### config.mk
export PLATFORM = sky130hd
export DESIGN_NAME = shift_add_ctrl
export DESIGN_NICKNAME = d
export VERILOG_FILES = /design/src/rtl/shift_add_pkg.sv /design/src/rtl/shift_add_ctrl_counter.sv /design/src/rtl/shift_add_ctrl.sv
export SDC_FILE = /design/constraint.sdc
export NUM_CORES = 1
export LEC_CHECK = 0
export CAP_MARGIN = 10
export CORE_AREA = 2 2 39 41
export CTS_BUF_LIST = sky130_fd_sc_hd__clkbuf_2
export DETAILED_ROUTE_END_ITERATION = 12
export DIE_AREA = 0 0 41 43
export DONT_BUFFER_PORTS = 1
export PLACE_DENSITY_LB_ADDON = 0.2
export SETUP_SLACK_MARGIN = 0.1
export SYNTH_ARGS = -nofsm -noshare
export SYNTH_HDL_FRONTEND = slang
export SYNTH_SLANG_ARGS = --single-unit
### constraint.sdc
create_clock -name clk -period 1.4 [get_ports clk]
set_input_delay 0.21 -clock clk [delete_from_list [all_inputs] [get_ports clk]]
set_output_delay 0.21 -clock clk [all_outputs]
set_load 0.1 [all_outputs]
### src/rtl/shift_add_pkg.sv
// Shared types for the shift-add multiplier controller.
// Holds the controller state encoding and the iteration-counter width helper.
// Optional build macro used by the controller: SHIFT_ADD_EARLY_EXIT_EN.
package shift_add_pkg;

  typedef enum logic [2:0] {
    IDLE,
    LOAD,
    TEST,
    ADD,
    SHIFT,
    DONE
  } state_t;

  // Bits needed to hold the values 0..n inclusive.
  function automatic int cnt_width(input int n);
    return $clog2(n + 1);
  endfunction

endpackage

### src/rtl/shift_add_ctrl_counter.sv
// Loadable up/down counter with saturation at both ends.
// load has priority over en; counts only when en is high.
// c_end flags that the next enabled step reaches the terminal value (0 down, all-ones up).
module shift_add_ctrl_counter #(
  parameter int N = 4
) (
  input  logic         clk,
  input  logic         rst,
  input  logic         load,
  input  logic         en,
  input  logic         up_down,
  input  logic [N-1:0] data_in,
  output logic [N-1:0] cnt,
  output logic         c_end
);

  // Load, then saturating count in the selected direction.
  always_ff @(posedge clk or posedge rst) begin
    if (rst) begin
      cnt <= '0;
    end else if (load) begin
      cnt <= data_in;
    end else if (en) begin
      if (up_down) begin
        if (cnt != '1) cnt <= cnt + N'(1);
      end else begin
        if (cnt != '0) cnt <= cnt - N'(1);
      end
    end
  end

  // Terminal-count lookahead for the current direction.
  always_comb begin
    c_end = 1'b0;
    if (up_down) c_end = (cnt == ~N'(1));
    else         c_end = (cnt == N'(1));
  end

endmodule

### src/rtl/shift_add_ctrl.sv
// Moore sequencer for a shift-add multiplier: LOAD, then per bit TEST/(ADD)/SHIFT, then DONE.
// LOAD..DONE takes 2 + 2*N + popcount(B) cycles; done is a one-cycle pulse.
// Accepts start only in IDLE (start_ready); SHIFT_ADD_EARLY_EXIT_EN finishes as soon as B == 0.
module shift_add_ctrl
  import shift_add_pkg::*;
#(
  parameter int N  = 4,
  parameter int CW = cnt_width(N)
) (
  input  logic          clk,
  input  logic          rst,
  input  logic          start_valid,
  output logic          start_ready,
  input  logic          q_lsb,
  input  logic          q_zero,
  output logic          ld_regs,
  output logic          add_en,
  output logic          shift_en,
  output logic          busy,
  output logic          done,
  output logic [CW-1:0] cnt
);

  state_t state;
  state_t next_state;
  logic   last_iter;

`ifndef SHIFT_ADD_EARLY_EXIT_EN
  // All N iterations always run, so the zero flag has no consumer here.
  logic unused_q_zero;
  assign unused_q_zero = q_zero;
`endif

  // Iterations remaining: loaded with N in LOAD, decremented once per SHIFT.
  shift_add_ctrl_counter #(
    .N(CW)
  ) u_iter_cnt (
    .clk     (clk),
    .rst     (rst),
    .load    (state == LOAD),
    .en      (state == SHIFT),
    .up_down (1'b0),
    .data_in (CW'(N)),
    .cnt     (cnt),
    .c_end   (last_iter)
  );

  // State register.
  always_ff @(posedge clk or posedge rst) begin
    if (rst) state <= IDLE;
    else     state <= next_state;
  end

  // Next-state and state-decoded outputs.
  always_comb begin
    next_state  = state;
    start_ready = 1'b0;
    ld_regs     = 1'b0;
    add_en      = 1'b0;
    shift_en    = 1'b0;
    busy        = 1'b1;
    done        = 1'b0;
    case (state)
      IDLE: begin
        start_ready = 1'b1;
        busy        = 1'b0;
        if (start_valid) next_state = LOAD;
      end
      LOAD: begin
        ld_regs    = 1'b1;
        next_state = TEST;
      end
      TEST: begin
`ifdef SHIFT_ADD_EARLY_EXIT_EN
        // Multiplicand already shifted into place, so P is final once B is empty.
        if (q_zero)     next_state = DONE;
        else if (q_lsb) next_state = ADD;
        else            next_state = SHIFT;
`else
        if (q_lsb) next_state = ADD;
        else       next_state = SHIFT;
`endif
      end
      ADD: begin
        add_en     = 1'b1;
        next_state = SHIFT;
      end
      SHIFT: begin
        shift_en   = 1'b1;
        next_state = last_iter ? DONE : TEST;
      end
      DONE: begin
        done       = 1'b1;
        next_state = IDLE;
      end
      default: next_state = IDLE;
    endcase
  end

endmodule

==> flow_summary_export.csv, run 1 <==
group,metric,value,unit
sta,worstMarginPinSlew,295,ps
run_status,failed_checks,"negative setup slack",
worst_setup_path,criticalPathCategory,"reg2out",
synth,synth.top_cell.area_share,38.1,%
worst_setup_path,critical_path.cell_chain,"or3b_4 > clkinvlp_4 > buf_12",
die,die_area,1760,sq um
cts,numCtsBuffers,3,
grt,grt_pass1_vias,399,
placement,place_ws,-19.5,ps
synth,synthDistinctLibCells,22,
final_layout,areaGrowthSynthToFinish,86.7,%
sta,period_share,111,%
drt,drc,0,
synth,syn_nets,48,
sta,setup-violations-final,6,
cts,cts_tree,"done",
sta,worst_clock_skew,3.62,ps
worst_setup_path,slowest_delay,430,ps
cts,clk_pin_slew,60,ps
sta,worst_slack,-152,ps
sta,grt_setup_unrepaired,"true",
synth,yosys.area.top_type,"dfrtp_1",
synth,synth_area,394,sq um
worst_setup_path,required,1190,ps
grt,gr-total-overflow,0,
drt,vias,397,
synth,netlist_instances,40,
worst_setup_path,end_kind,"output pin",
cts,clk_latency,230,ps
placement,dp_hpwl,783,um
cts,htree_num_levels,1,
sta,min_period,1550,ps
synth,ys_async_sr_fraction,100,%
synth,synth_edf_count,0,
synth,avgSynthCellArea,9.85,sq um
drt,firstDrtPassIters,4,
run,maxCapViolations,0,
die,dieWidth,41,um
drt,postRouteAntennaNets,0,
synth,synthTopCellsByCount,"inv_1 (8), dfrtp_1 (6), ha_1 (3)",
grt,grt_max_degree,7,
worst_setup_path,crit_buf_inv,2,
worst_setup_path,cp_top_family,"simple AND/OR/NAND/NOR gates",
final_layout,multi_input_area,253,sq um
synth,post-synth-top-count-cell,"inv_1",
placement,globalplace.congestion,0.697,
drt,viasPerCell,4.90,
die,fp.dieH,43,um
final_layout,fillCellCount,130,
drt,routedWlPerCell,12.6,um
drt,drt_first_iter_violations,2,
die,rows,14,
worst_setup_path,cpMaxStageDelayCell,"or3b_4",
sta,fmax,644,MHz
cts,cts-root-buf,"clkbuf_2",
run_status,outcome,"complete, but fails checks",
final_layout,antennaDiodeCount,0,
sta,finalHoldViolations,0,
die,start_util,28.5,%
worst_setup_path,crit_arrival,1340,ps
grt,antenna_found_initial,0,
synth,ys_warn_count,0,
synth,ys_seq_area_share,38.1,%
grt,track_usage,14.8,%
worst_setup_path,path_max_fanout,4,
die,core,1380,sq um
placement,io_buffers,0,
hold_path,hp-class,"in2reg",
synth,yosys_register_bits,6,
synth,ys.flop_type,"dfrtp_1",
worst_setup_path,critical_path.startpoint_type,"flip-flop",
final_layout,regArea,158,sq um
die,ios,14,
synth,netlist_top_cells_area,"dfrtp_1 (38%), ha_1 (9.5%), inv_1 (7.6%)",
cts,cts_num_sinks,6,
cts,clockBufferDepth,2,
final_layout,fin_nets,75,
sta,slew_violations,0,
sta,slew_headroom,80.4,%
grt,grt_pass1_wl,1.66,mm
drt,drt_wl_total,1.02,mm
final_layout,drive_gt1_share,66.2,%
[per-stage QoR]
stage / instance area, sq um / cells / setup TNS [ps] / hold slack, ps / utilization [%]
2_1_floorplan: 414 / 40 / -2270 / 0.774 / -
3_5_place_dp: 584 / 71 / -24.6 / 36.5 / 42.2
3_3_place_gp: 584 / 71 / -3.28 / 29.1 / 42.2
6_report: 736 / 81 / -580 / 206 / 53.2
4_1_cts: 709 / 80 / -642 / 179 / 51.3
5_1_grt: 736 / 81 / -876 / 203 / 53.2
[logic make-up (layout without fill, tap and decap cells)]
kind of cell | after synthesis | in the layout | share of synthesized area, %
and+or+nand+nor | 13 | 13 | 24.8
buffers and inverters | 8 | 33 | 7.62
DFF | 6 | 6 | 38.1
AOI/OAI and AO/OA | 8 | 8 | 14.9
adders and majority gates | 3 | 3 | 9.52
muxes | 2 | 2 | 5.08
[final timing paths]
kind / from / endpoint / slack [ps] / cells after the start
min in group asynchronous: rst / u_iter_cnt.cnt[2] / 330 / 2
worst min-delay path: q_lsb / state[2] / 210 / 2
worst max-delay path: state[2] / ld_regs / -150 / 3
worst max register to register: state[0] / u_iter_cnt.cnt[2] / 20 / 5
worst min register to register: state[0] / state[1] / 530 / 1
max in group asynchronous: rst / u_iter_cnt.cnt[1] / 840 / 2
[repair_timing]
action / 4_1_cts / 5_1_grt
setup buffers: 6 / 1
endpoints found under the setup margin: 7 / 12
endpoints found under the hold margin: 6 / 0
gates resized for setup: 17 / 6
hold buffers: 1 / 0
pin swaps: 3 / 1
[registers in the layout, summed over array words and instances (netlist names)]
register        cells
state               3
u_iter_cnt.cnt      3
[area by class of cell]
cell class / instances / share of cell area [%]
sequential: 6 / 21.4
tap: 16 / 2.72
clock buffer: 3 / 2.04
inverter: 8 / 5.10
multi-input combinational: 26 / 34.4
timing repair buffer: 22 / 34.4
[layer usage]
layer	wire (um)	vias to the layer above	global-route usage [%]	share of wire (%)
met2	598	13	25.6	59
met4	33	0	12.0	3.2
met3	38	5	1.57	3.7
met5	0	-	0	0
met1	350	190	14.2	34
li1	-	189	-	-
[placed cells by master, fill, tap and decap left out, types with 2 or more instances in the layout]
| cell type | instances |
|---|---|
| inv_1 | 3 |
| dfrtp_1 | 2 |
| ha_1 | 2 |
| mux2i_1 | 2 |
| nand2_1 | 2 |
| clkinvlp_4 | 2 |
| inv_2 | 3 |
| and3_4 | 2 |
| buf_6 | 4 |
| dfrtp_2 | 3 |
| nand3b_1 | 2 |
| buf_12 | 5 |
| clkbuf_2 | 3 |
| buf_4 | 11 |
Power of run 1 is not shown: default switching activity piles up to over one toggle a cycle in this logic, so the estimate is an artifact.
==> inputs of run 2 (changes only) <==
- REMOVE_ABC_BUFFERS: default -> 1
==> flow_summary_export.csv, run 2 (synthesis gave the netlist of run 1 again) <==
group,metric,value,unit
final_layout,areaGrowthSynthToFinish,72.4,%
final_layout,final_common_cell,"buf_4",
run_status,outcome,"complete, but fails checks",
die,die_area,1760,sq um
placement,globalplace.congestion,0.752,
grt,grt_busiest_layer,"met2",
grt,grt_pass1_wl,1.50,mm
sta,min_period,1490,ps
sta,grt_setup_unrepaired,"true",
sta,setup-violations-final,7,
cts,clockBufferDepth,2,
cts,cts-root-buf,"clkbuf_2",
final_layout,fin_nets,73,
drt,drt_first_iter_violations,1,
cts,cts_num_sinks,6,
worst_setup_path,crit_arrival,1280,ps
worst_setup_path,criticalPathCategory,"reg2out",
cts,numCtsBuffers,3,
sta,worstMarginPinSlew,300,ps
grt,grt_use_met1,15.6,%
drt,drt_wl_total,855,um
final_layout,fillCellCount,131,
drt,vias,371,
drt,drc,0,
grt,antenna_found_initial,0,
sta,fmax,669,MHz
grt,use_met3,3.14,%
worst_setup_path,crit_path_start,"state[1]",
final_layout,final_cell_mix,"buf_4 (12), buf_12 (6), dfrtp_1 (6)",
drt,routedWlPerCell,10.8,um
sta,worst_slack,-94.6,ps
worst_setup_path,critical_path.startpoint_type,"flip-flop",
sta,slew_headroom,80.0,%
final_layout,antennaDiodeCount,0,
placement,io_buffers,0,
die,ios,14,
sta,finalHoldViolations,0,
final_layout,top_regs,"state: 3 flops, u_iter_cnt.cnt: 3 flops",
worst_setup_path,rrSetupSlack,-10,ps
grt,grt_max_degree,7,
drt,postRouteAntennaNets,0,
die,rows,14,
grt,use_met2,18.1,%
hold_path,min_from,"q_lsb",
drt,firstDrtPassIters,2,
cts,clk_latency,220,ps
worst_setup_path,path_max_fanout,4,
die,dieWidth,41,um
final_layout,drive_gt1_share,50.8,%
cts,cts_tree,"done",
run,maxCapViolations,0,
cts,htree_num_levels,1,
run_status,failed_checks,"negative setup slack",
die,fp.dieH,43,um
die,start_util,28.5,%
sta,final.setup.tns,-292,ps
drt,viasPerCell,4.70,
grt,track_usage,12.5,%
worst_setup_path,end_kind,"output pin",
worst_setup_path,r2r_start,"state[1]",
sta,slew_violations,0,
worst_setup_path,required,1190,ps
grt,gr-total-overflow,0,
sta,worst_clock_skew,2.03,ps
cts,clk_pin_slew,50,ps
sta,period_share,107,%
hold_path,hp-class,"in2reg",
grt,grt_pass1_vias,370,
die,core,1380,sq um
placement,dp_hpwl,720,um
[run 2: layout make-up]
type,count,area (sq um),area share (%)
timing repair buffer,20,231,34.1
multi-input combinational,26,230,33.9
sequential,6,150,22.1
inverter,8,32.5,4.79
tap,16,20.0,2.95
clock buffer,3,15.0,2.21
[run 2: path summary, 6_finish.rpt]
check,to,cells past startpoint
max,ld_regs,3
min,state[0],2
max reg2reg,u_iter_cnt.cnt[2],5
min reg2reg,state[1],2
max in group asynchronous,state[1],2
min in group asynchronous,u_iter_cnt.cnt[0],2
[run 2: critical path, stage by stage (launching register included)]
cell and delay, ps:
dfrtp_1 410, or3b_4 430, inv_4 70, buf_12 160
[run 2: per-stage QoR]
stage	cells	area (sq um)	worst slack (ps)	hold WS [ps]	util (%)
floorplan	40	394	-721	0.959	-
finish	79	679	-94.6	211	49.1
CTS	77	657	-109	197	47.5
global route	79	679	-140	214	49.1
global placement	71	577	37.3	20.2	41.7
detailed placement	71	577	24.1	27.6	41.7
[run 2: layer usage]
metal / vias to the layer above / wire length, um
li1: 187 / -
met1: 174 / 368
met2: 8 / 449
met3: 2 / 26
met4: 0 / 12
met5: - / 0
[run 2: repair_timing]
action / in CTS / in global routing
hold endpoints to repair: 6 / 0
endpoints found under the setup margin: 8 / 10
hold buffers: 1 / 0
resized for setup: 14 / 3
pin swaps: 3 / 2
buffers inserted: 2 / 2
Power of run 2 is left out for the same reason.
==> inputs of run 3 (changes only) <==
- CTS_BUF_LIST: sky130_fd_sc_hd__clkbuf_2 -> sky130_fd_sc_hd__clkbuf_2 sky130_fd_sc_hd__clkbuf_4 sky130_fd_sc_hd__clkbuf_8
==> flow_summary_export.csv, run 3 (synthesis gave the netlist of run 1 again) <==
group,metric,value,unit
cts,clk_latency,240,ps
final_layout,fillCellCount,130,
hold_path,hp-class,"in2reg",
worst_setup_path,crit_arrival,1310,ps
sta,finalHoldViolations,0,
grt,antenna_found_initial,0,
final_layout,final_cell_mix,"buf_4 (12), buf_12 (6), dfrtp_1 (6)",
sta,hold-worst-slack,189,ps
cts,cts_tree,"done",
grt,gr-total-overflow,0,
worst_setup_path,path_max_fanout,4,
drt,vias,370,
grt,grt_pass1_wl,1.50,mm
die,core,1380,sq um
worst_setup_path,critical_path.cell_chain,"or3b_4 > inv_4 > buf_12",
worst_setup_path,end_kind,"output pin",
final_layout,top_regs,"state: 3 flops, u_iter_cnt.cnt: 3 flops",
sta,min_period,1520,ps
sta,period_share,108,%
grt,grt_max_degree,7,
drt,firstDrtPassIters,2,
placement,dp_hpwl,720,um
run_status,outcome,"complete, but fails checks",
cts,cts-root-buf,"clkbuf_4",
final_layout,areaGrowthSynthToFinish,74.3,%
worst_setup_path,reg2reg_depth,5,
sta,worstMarginPinSlew,300,ps
sta,fmax,660,MHz
final_layout,final_common_cell,"buf_4",
grt,grt_pass1_vias,370,
die,dieWidth,41,um
hold_path,whs_endpoint,"state[0]",
worst_setup_path,r2r_start,"state[1]",
final_layout,stdcell_count,79,
final_layout,fin_area,687,sq um
sta,setup-violations-final,7,
worst_setup_path,required,1190,ps
sta,worst_slack,-116,ps
sta,worst_clock_skew,1.90,ps
final_layout,drive_gt1_share,50.8,%
placement,io_buffers,0,
drt,drt_first_iter_violations,1,
hold_path,hold_path_depth,2,
die,rows,14,
worst_setup_path,critical_path.startpoint_type,"flip-flop",
sta,slew_headroom,80.0,%
run_status,failed_checks,"negative setup slack",
hold_path,min_from,"q_lsb",
drt,postRouteAntennaNets,0,
die,start_util,28.5,%
worst_setup_path,rrSetupSlack,0,ps
die,ios,14,
sta,final.setup.tns,-417,ps
sta,slew_violations,0,
drt,drc,0,
grt,grt_use_met1,15.6,%
worst_setup_path,slowest_delay,430,ps
drt,routedWlPerCell,10.8,um
final_layout,fin_nets,73,
grt,use_met3,3.14,%
placement,placedInstanceArea,577,sq um
worst_setup_path,r2r-end,"u_iter_cnt.cnt[2]",
sta,grt_setup_unrepaired,"true",
drt,viasPerCell,4.68,
worst_setup_path,cpMaxStageDelayCell,"or3b_4",
cts,clk_pin_slew,40,ps
worst_setup_path,criticalPathCategory,"reg2out",
drt,drt_wl_total,855,um
cts,htree_num_levels,1,
grt,use_met2,18.1,%
cts,clockBufferDepth,2,
die,die_area,1760,sq um
grt,track_usage,12.5,%
cts,numCtsBuffers,3,
die,fp.dieH,43,um
final_layout,antennaDiodeCount,0,
cts,cts_num_sinks,6,
run,maxCapViolations,0,
placement,dp.cells,71,
placement,globalplace.congestion,0.752,
grt,grt_busiest_layer,"met2",
## run 3: worst max path at each step
stage	from	end	slack [ps]	cells past startpoint
4_1_cts	state[2]	ld_regs	-120	3
3_5_place_dp	state[0]	start_ready	20	3
2_1_floorplan	state[0]	start_ready	-720	2
3_3_place_gp	state[0]	start_ready	40	3
5_1_grt	state[0]	start_ready	-150	3
6_report	state[1]	ld_regs	-120	3
## run 3: final cells by class
class	instances	area [sq um]	area share [%]
multi-input combinational	26	230	33.5
clock buffer	3	22.5	3.28
tap	16	20.0	2.91
sequential	6	150	21.9
timing repair buffer	20	231	33.7
inverter	8	32.5	4.74
## run 3: routing by layer
layer | vias to the layer above | part of all wire, % | wire (um)
met5 | - | 0 | 0
met4 | 0 | 1.4 | 12
met3 | 2 | 3.0 | 26
met2 | 8 | 52 | 448
met1 | 173 | 43 | 369
li1 | 187 | - | -
## run 3: timing repair
action | 4_1_cts | 5_1_grt
pin swaps | 3 | 2
hold buffers | 1 | 0
buffers inserted | 2 | 2
setup endpoints to repair | 8 | 10
resized for setup | 14 | 3
hold endpoints to repair | 6 | 0
## run 3: critical path, delay by kind of cell (launching register included)
kind / cells / cell delay [ps]
flip-flops: 1 / 400
AND/OR/NAND/NOR: 1 / 430
buffers and inverters: 2 / 230
## run 3: stage by stage
stage	setup WS (ps)	utilization, %
6_report	-116	49.6
5_1_grt	-152	49.6
4_1_cts	-124	48.0
3_5_place_dp	24.1	41.7
3_3_place_gp	37.3	41.7
2_1_floorplan	-721	-
Power of run 3 is left out for the same reason.
